`src/rtl/pipeline_stall_ctrl_pkg.sv`:
```
// Shared processor constants for the stall/flush controller: decode fields,
// FSM encoding and the multdiv watchdog limit.
package pipeline_stall_ctrl_pkg;

   localparam logic [4:0] OPC_ALU   = 5'b00000;
   localparam logic [4:0] ALUOP_MUL = 5'b00110;
   localparam logic [4:0] ALUOP_DIV = 5'b00111;

   localparam logic [0:0] ST_IDLE    = 1'b0;
   localparam logic [0:0] ST_MD_WAIT = 1'b1;

   localparam int         MD_CNT_W      = 6;
   localparam logic [5:0] MD_TIMEOUT_LIM = 6'd63;

   function automatic logic isMulDiv(input logic [4:0] opcode, input logic [4:0] aluop);
      return (opcode == OPC_ALU) && ((aluop == ALUOP_MUL) || (aluop == ALUOP_DIV));
   endfunction

endpackage

```
`src/rtl/pipeline_stall_ctrl_sat_counter32.sv`:
```
// 32-bit up-counter that sticks at all-ones instead of wrapping.
module sat_counter32 (
   input  logic        clk,
   input  logic        rst_n,
   input  logic        inc,
   output logic [31:0] count
);

   always_ff @(posedge clk or negedge rst_n) begin
      if (!rst_n) begin
         count <= '0;
      end else if (inc && (count != 32'hFFFF_FFFF)) begin
         count <= count + 32'd1;
      end
   end

endmodule

```
`src/rtl/pipeline_stall_ctrl.sv`:
```
// Pipeline hazard controller: multdiv interlock with watchdog, branch flush
// and load-use bubble insertion, plus a saturating stall-cycle counter.
//
//  state      | meaning
//  -----------+-----------------------------------------------------------
//  ST_IDLE    | normal flow; resolves multdiv start > branch flush > load-use
//  ST_MD_WAIT | multdiv in flight; pipeline frozen until ready or watchdog
module pipeline_stall_ctrl
   import pipeline_stall_ctrl_pkg::*;
(
   input  logic        clk,
   input  logic        rst_n,
   input  logic        load_use_stall,
   input  logic [4:0]  dx_opcode,
   input  logic [4:0]  dx_aluop,
   input  logic        branch_taken,
   input  logic        md_result_rdy,
   output logic        pc_en,
   output logic        fd_en,
   output logic        dx_en,
   output logic        fd_flush,
   output logic        dx_bubble,
   output logic        md_start_mult,
   output logic        md_start_div,
   output logic        md_busy,
   output logic        md_timeout,
   output logic [31:0] stall_count
);

   logic [0:0]          state;
   logic [0:0]          nextState;
   logic [MD_CNT_W-1:0] mdCnt;
   logic                dxIsMd;
   logic                timeoutHit;
   logic                startMult;
   logic                startDiv;

   assign dxIsMd = isMulDiv(dx_opcode, dx_aluop);

   always_comb begin
      nextState  = state;
      pc_en      = 1'b1;
      fd_en      = 1'b1;
      dx_en      = 1'b1;
      fd_flush   = 1'b0;
      dx_bubble  = 1'b0;
      startMult  = 1'b0;
      startDiv   = 1'b0;
      timeoutHit = 1'b0;
      case (state)
         ST_IDLE: begin
            if (dxIsMd) begin
               pc_en     = 1'b0;
               fd_en     = 1'b0;
               dx_en     = 1'b0;
               startMult = (dx_aluop == ALUOP_MUL);
               startDiv  = (dx_aluop == ALUOP_DIV);
               nextState = ST_MD_WAIT;
            end else if (branch_taken) begin
               fd_flush  = 1'b1;
               dx_bubble = 1'b1;
            end else if (load_use_stall) begin
               pc_en     = 1'b0;
               fd_en     = 1'b0;
               dx_bubble = 1'b1;
            end
         end
         ST_MD_WAIT: begin
            if (md_result_rdy) begin
               nextState = ST_IDLE;
            end else if (mdCnt == MD_TIMEOUT_LIM) begin
               // Watchdog: let the stuck instruction drain rather than hang the core.
               timeoutHit = 1'b1;
               nextState  = ST_IDLE;
            end else begin
               pc_en = 1'b0;
               fd_en = 1'b0;
               dx_en = 1'b0;
            end
         end
         default: nextState = ST_IDLE;
      endcase
   end

   // Start pulses are decoded from DX combinationally, so mask them while reset is held.
   assign md_start_mult = startMult & rst_n;
   assign md_start_div  = startDiv & rst_n;
   assign md_busy       = (state == ST_MD_WAIT);

   always_ff @(posedge clk or negedge rst_n) begin
      if (!rst_n) begin
         state      <= ST_IDLE;
         mdCnt      <= '0;
         md_timeout <= 1'b0;
      end else begin
         state <= nextState;
         if (state == ST_IDLE) begin
            mdCnt <= '0;
         end else begin
            mdCnt <= mdCnt + 1'b1;
         end
         if (timeoutHit) begin
            md_timeout <= 1'b1;
         end
      end
   end

   sat_counter32 u_stallCnt (
      .clk   (clk),
      .rst_n (rst_n),
      .inc   (~pc_en),
      .count (stall_count)
   );

endmodule

```
`config.mk`:
```
export PLATFORM = sky130hd
export DESIGN_NAME = pipeline_stall_ctrl
export DESIGN_NICKNAME = d
export VERILOG_FILES = /design/src/rtl/pipeline_stall_ctrl_pkg.sv /design/src/rtl/pipeline_stall_ctrl_sat_counter32.sv /design/src/rtl/pipeline_stall_ctrl.sv
export SDC_FILE = /design/constraint.sdc
export NUM_CORES = 1
export LEC_CHECK = 0
export CAP_MARGIN = 20
export CELL_PAD_IN_SITES_DETAIL_PLACEMENT = 1
export CELL_PAD_IN_SITES_GLOBAL_PLACEMENT = 1
export CORE_MARGIN = 5
export CORE_UTILIZATION = 37
export DETAILED_ROUTE_END_ITERATION = 10
export GPL_ROUTABILITY_DRIVEN = 0
export PLACE_DENSITY_LB_ADDON = 0.1
export SKIP_LAST_GASP = 1
export SLEW_MARGIN = 20
export SYNTH_ARGS = -nofsm -noshare
export SYNTH_HDL_FRONTEND = slang
export SYNTH_HIERARCHICAL = 1
export SYNTH_SLANG_ARGS = --single-unit
```
`constraint.sdc`:
```
create_clock -name clk -period 3.6 [get_ports clk]
set_input_delay 0.36 -clock clk [delete_from_list [all_inputs] [get_ports clk]]
set_output_delay 0.36 -clock clk [all_outputs]
set_load 0.005 [all_outputs]
```
; Yosys cells after proc, flatten, opt, wreduce, memory -nomap -nowiden
; Cells that the tools add are included.
[word_totals]
register_bits = 40
input_bits = 15
output_inout_bits = 41
elab_cells = 44
[op_classes]
n_addsub = 2
n_eq_ne = 4
muxes = 26
n_bitwise = 4
n_reduce_logical = 4
[op_table]
columns = op, count
row1 = $add 32x1->32 const B, 1
row2 = $ne 32x32->1 const B, 1
row3 = $mux 1, 22
row4 = $eq 5x3->1 const B, 2
row5 = $add 6x1->6 const B, 1
row6 = $eq 6x6->1 const B, 1
row7 = $mux 6, 1
row8 = $pmux 1 s2, 3
row9 = $logic_not 5->1, 1
row10 = $and 1x1->1, 2
row11 = $logic_and 1x1->1, 2
row12 = $not 1->1, 2
row13 = $logic_or 1x1->1, 1

; Depth between registers and ports, before layout
[depth]
ltp_word = 7
depth_mapped = 10
ltp_nobuf = 9

; Modules after synthesis
; The synthesis kept the hierarchy.
[by_module_without_submodules]
columns = module, n_inst, cells_each, area_each_um2, seq_area_each_um2
row1 = sat_counter32, 1, 151, 1624.1, 800.8
row2 = pipeline_stall_ctrl, 1, 44, 450.4, 200.2

; Least setup slack after synthesis
; Ideal clock, no wire load.
[synth_path]
path_type = input-to-reg
startpoint = input port dx_aluop[4]
endpoint = register u_stallCnt.count[29]
arrival_time_ns = 2.842
t_required_ns = 3.521
path_slack_ns = 0.679
path_stages = 9
n_path_buf = 1
cell_sequence = or4_4 or4_4 a22oi_1 and3_1 nor2b_1 clkbuf_1 nand4_1 nor4_2 xor2_1
[synth_via]
elab_chain_len = 7
[synth_rtl]
columns = element, line_no
row1 = from (decl), pipeline_stall_ctrl.sv:15  ; input logic [4:0] dx_aluop,
row2 = $eq 5x3->1, pipeline_stall_ctrl_pkg.sv:16  ; return (opcode == OPC_ALU) && ((aluop == ALUOP_MUL) || (aluop == ALUOP_DIV));
row3 = $logic_or 1x1->1 (*), pipeline_stall_ctrl_pkg.sv:16
row4 = $logic_and 1x1->1 (*), pipeline_stall_ctrl_pkg.sv:16
row5 = $mux 1 (*), pipeline_stall_ctrl.sv:52  ; if (dxIsMd) begin
row6 = $pmux 1 s2 (*), pipeline_stall_ctrl.sv:50  ; case (state)
row7 = $not 1->1 (*), pipeline_stall_ctrl.sv:111  ; .inc (~pc_en),
row8 = $logic_and 1x1->1 (*), pipeline_stall_ctrl_sat_counter32.sv:12  ; end else if (inc && (count != 32'hFFFF_FFFF)) begin
row9 = to (signal assigned), pipeline_stall_ctrl_sat_counter32.sv:13  ; count <= count + 32'd1;
row10 = to (decl), pipeline_stall_ctrl_sat_counter32.sv:6  ; output logic [31:0] count
; Every way passes the cells marked *; elsewhere a longest branch is shown, timed or not.
; A chain may end at the register's enable or synchronous reset.

; Final worst setup path
[layout_path]
startpoint = input port dx_aluop[4]
endpoint = register u_stallCnt.count[19]
; Same word-level chain as after synthesis.

==> results by group <==
Timing
  – Slew at the pin closest to its max-slew limit: 0.6118 ns
  – Final Hold Violating Endpoints: 0
  – Final Cycle Share: 83.35%
  – Clock skew: 0.006910 ns
  – Final min period: between 3 and 4 ns
  – Fmax: ~0.33 GHz
  – Slew margin rel.: 59.09%
  – Final Slew Violations: 0
  – Setup_tns: 0 ns
  – Final setup fails: 0
  – RSZ-0062 raised after global routing: no

Setup path
  – Crit. End Element: flop
  – FF-to-FF Start: mdCnt[0]
  – CP max FO: 5
  – Worst EP required: 3.81 ns
  – Crit path launch type: input pin
  – Setup Crit Path Kind: input pin to flop
  – Crit path from: dx_aluop[4]
  – Worst Path Arrival: about 3.2 ns

Routing
  – Vias post-DR: ~1.7k
  – Antenna Violating Nets Remaining: 0
  – DR vias/cell: 5.254
  – Post-Route WL: 5443 microns
  – Drt wl/cell: 16.44 microns
  – Starting DRT DRC Count: 74
  – DR pass1 iterations: 4
  – DRC errors left: 0

Die
  – I/O pin total: 56
  – Effective utilization at floorplan: 37.91%
  – Die area: 7205 sq um
  – Core Footprint: 5473 sq um
  – Chip Width: between 80 and 90 microns
  – # rows: 27
  – Die Ht: 84.88 microns

Global routing
  – Gr usage total: 15.79%
  – First-pass GRT wire length: 9246 microns
  – Number of global-route vias before repair: between 1.5k and 2k
  – GR Util met3: 3.786%
  – Global routing usage on met1: 22.50%
  – Largest net degree at the start of global routing: 40
  – Gr ovfl total: 0
  – Met2 GRT Util: 24.48%
  – GRT busiest layer: met2
  – Antenna violations before repair: 0

Cells and area
  – Fillcell total: slightly above 600
  – Register area: 1001 sq um
  – Share of post-route cells with drive strength above 1: 11.20%
  – Ant diodes: 0
  – Commonest non-fill, non-tap cell in the layout: clkdlybuf4s50_1
  – Nets: 275
  – Synth-to-Final Area Change: 36.49%
  – Most frequent cells in the layout: clkdlybuf4s50_1, dfrtp_1, xnor2_1, nand2_1, nand3_1
  – Area of the multi-input gates: about 1000 sq um
  – Final core utilization: about half

Placed design
  – PortBufs: 55
  – HPWL after detailed placement: 4150 microns

Outcome
  – Status: finished clean

Synth
  – Avg Cell Area, Syn: 10.64 sq um
  – Area fraction in and, or, nand and nor cells after synthesis: 28.11%
  – Xor/xnor cell area share of the yosys netlist: 13.51%
  – Synth Instances: 195
  – Sequential area share after synthesis: 48.25%
  – Complex-gate fraction of the synthesized area: under 10%
  – Top-area cell type share of the netlist area: 48.25%
  – Syn Nets: 212
  – Top post-synthesis cells by area: dfrtp_1, xnor2_1, nand4_1
  – Synth Warn #: 6
  – Main combinational cell family by area after synthesis: simple AND/OR/NAND/NOR gates
  – Synth area leader: dfrtp_1
  – Post-synthesis adder-cell area fraction: 1.206%
  – Netlist cell types: 40
  – Mux share of post-synthesis cell area: 2.111%
  – #FFs+latches synth: 40
  – Mapped cell area: about 2100 sq um

Clock tree
  – CTS root buf: clkbuf_8
  – Number of post-CTS setup repair buffers: 0
  – H-tree depth: 2
  – Num CTS Buffers: 5
  – Clk slew on worst S/H paths: 0.08 ns
  – Clock sink count: 40
  – Max clock buf depth: 2
  – CTS tree: done
  – Clk_lat worst skew: 0.29 ns

Pwr
  – Static leakage: approximately 1.1 nW
  – Maximum VDD drop: 0.0002528 V
  – PwrDens: around 380 nW/um^2

Run
  – MaxCap Viol Count: 0

Worst hold path
  – Min-delay worst type: input pin to asynchronous set/reset pin
## cells in the mapped netlist
cell type  count
dfrtp_1       40
xnor2_1       26
nand2_1       17
nand3_1       16
nand4_1       15
nor2_1        15
xor2_1         6
and4_1         5
nor3_1         5
a21oi_1        4
nor4_1         4
or4_4          4
and3_1         3
inv_1          3
clkbuf_1       2
ha_1           2
mux2_2         2
nand3b_1       2
nor3_2         2
o211ai_1       2
a22o_2         1
a22oi_1        1
a31o_2         1
a31oi_1        1
a41o_1         1
and2_1         1
buf_4          1
buf_6          1
mux2_1         1
mux2i_1        1
nand2_2        1
nand3_2        1
nand4_2        1
nor2b_1        1
nor4_2         1
nor4_4         1
nor4b_2        1
o21ai_0        1
o31ai_4        1
or3_1          1
## what timing repair did
item / CTS / global route
gates resized for setup: 0 / 0
hold buffers: 1 / 0
hold endpoints to repair: 1 / 0
## flip-flops by register name, indices dropped and copies added, names as in the netlist
signal	count
mdCnt	6
md_busy	1
u_stallCnt/count	32
md_timeout	1
## through the flow
step                power, mW  setup slack, ns  instance area (sq um)  cells  hold slack [ns]
finish                  1.075           0.5993                   2831    331           0.4001
global route            1.133           0.4740                   2831    331           0.4018
detailed placement     0.7250           0.3305                   2714    322           0.1696
floorplan              0.6004           0.6789                   2074    195          0.06441
global placement       0.7197           0.3685                   2714    322           0.1698
CTS                     1.092           0.6133                   2831    331           0.3956
## layer usage
layer / vias to the layer above / share of wire (%)
met5: - / 0
met4: 0 / 0.77
met3: 5 / 4.1
met2: 34 / 46
met1: 868 / 49
li1: 832 / -
## critical path, stage by stage
cell             delay, ns
clkdlybuf4s50_1       0.40
or4_4                 0.53
or4_4                 0.53
a22oi_1               0.24
and3_1                0.23
nor2b_1               0.32
buf_4                 0.21
nand2_1               0.05
nor3_1                0.18
xor2_1                0.17
## final cells by class
class / count / share of cell area (%)
well taps: 72 / 3.182
multi-input cells: 148 / 36.59
clock inverters: 2 / 1.237
flip-flops and latches: 40 / 35.35
inverters: 3 / 0.3977
clock buffers: 6 / 2.563
repair buffers: 60 / 20.68
## worst paths after layout
| path | slack, ns | to | cells after the start |
|---|---|---|---|
| max reg2reg | 1.02 | u_stallCnt/count[19] | 10 |
| min in group clk | 0.46 | mdCnt[0] | 1 |
| min reg2reg | 0.46 | mdCnt[0] | 1 |
| max in group asynchronous | 2.51 | u_stallCnt/count[13] | 3 |
| min | 0.40 | md_busy | 2 |
| max | 0.60 | u_stallCnt/count[19] | 10 |
## cells by family (layout without fill, tap and decap cells)
kind of cell / Yosys count / count (layout)
AOI/OAI and AO/OA: 13 / 13
DFF: 40 / 40
and+or+nand+nor: 97 / 97
muxes: 4 / 4
xor gates and xnor gates: 32 / 32
buffers and inverters: 7 / 71
adders and majority gates: 2 / 2
## power breakdown
| group | switching, mW | internal, mW |
|---|---|---|
| Combinational | 0.0700 | 0.111 |
| Clock | 0.155 | 0.206 |
| Sequential | 0.0524 | 0.481 |
No activity file was read; power rests on OpenSTA's default activity.
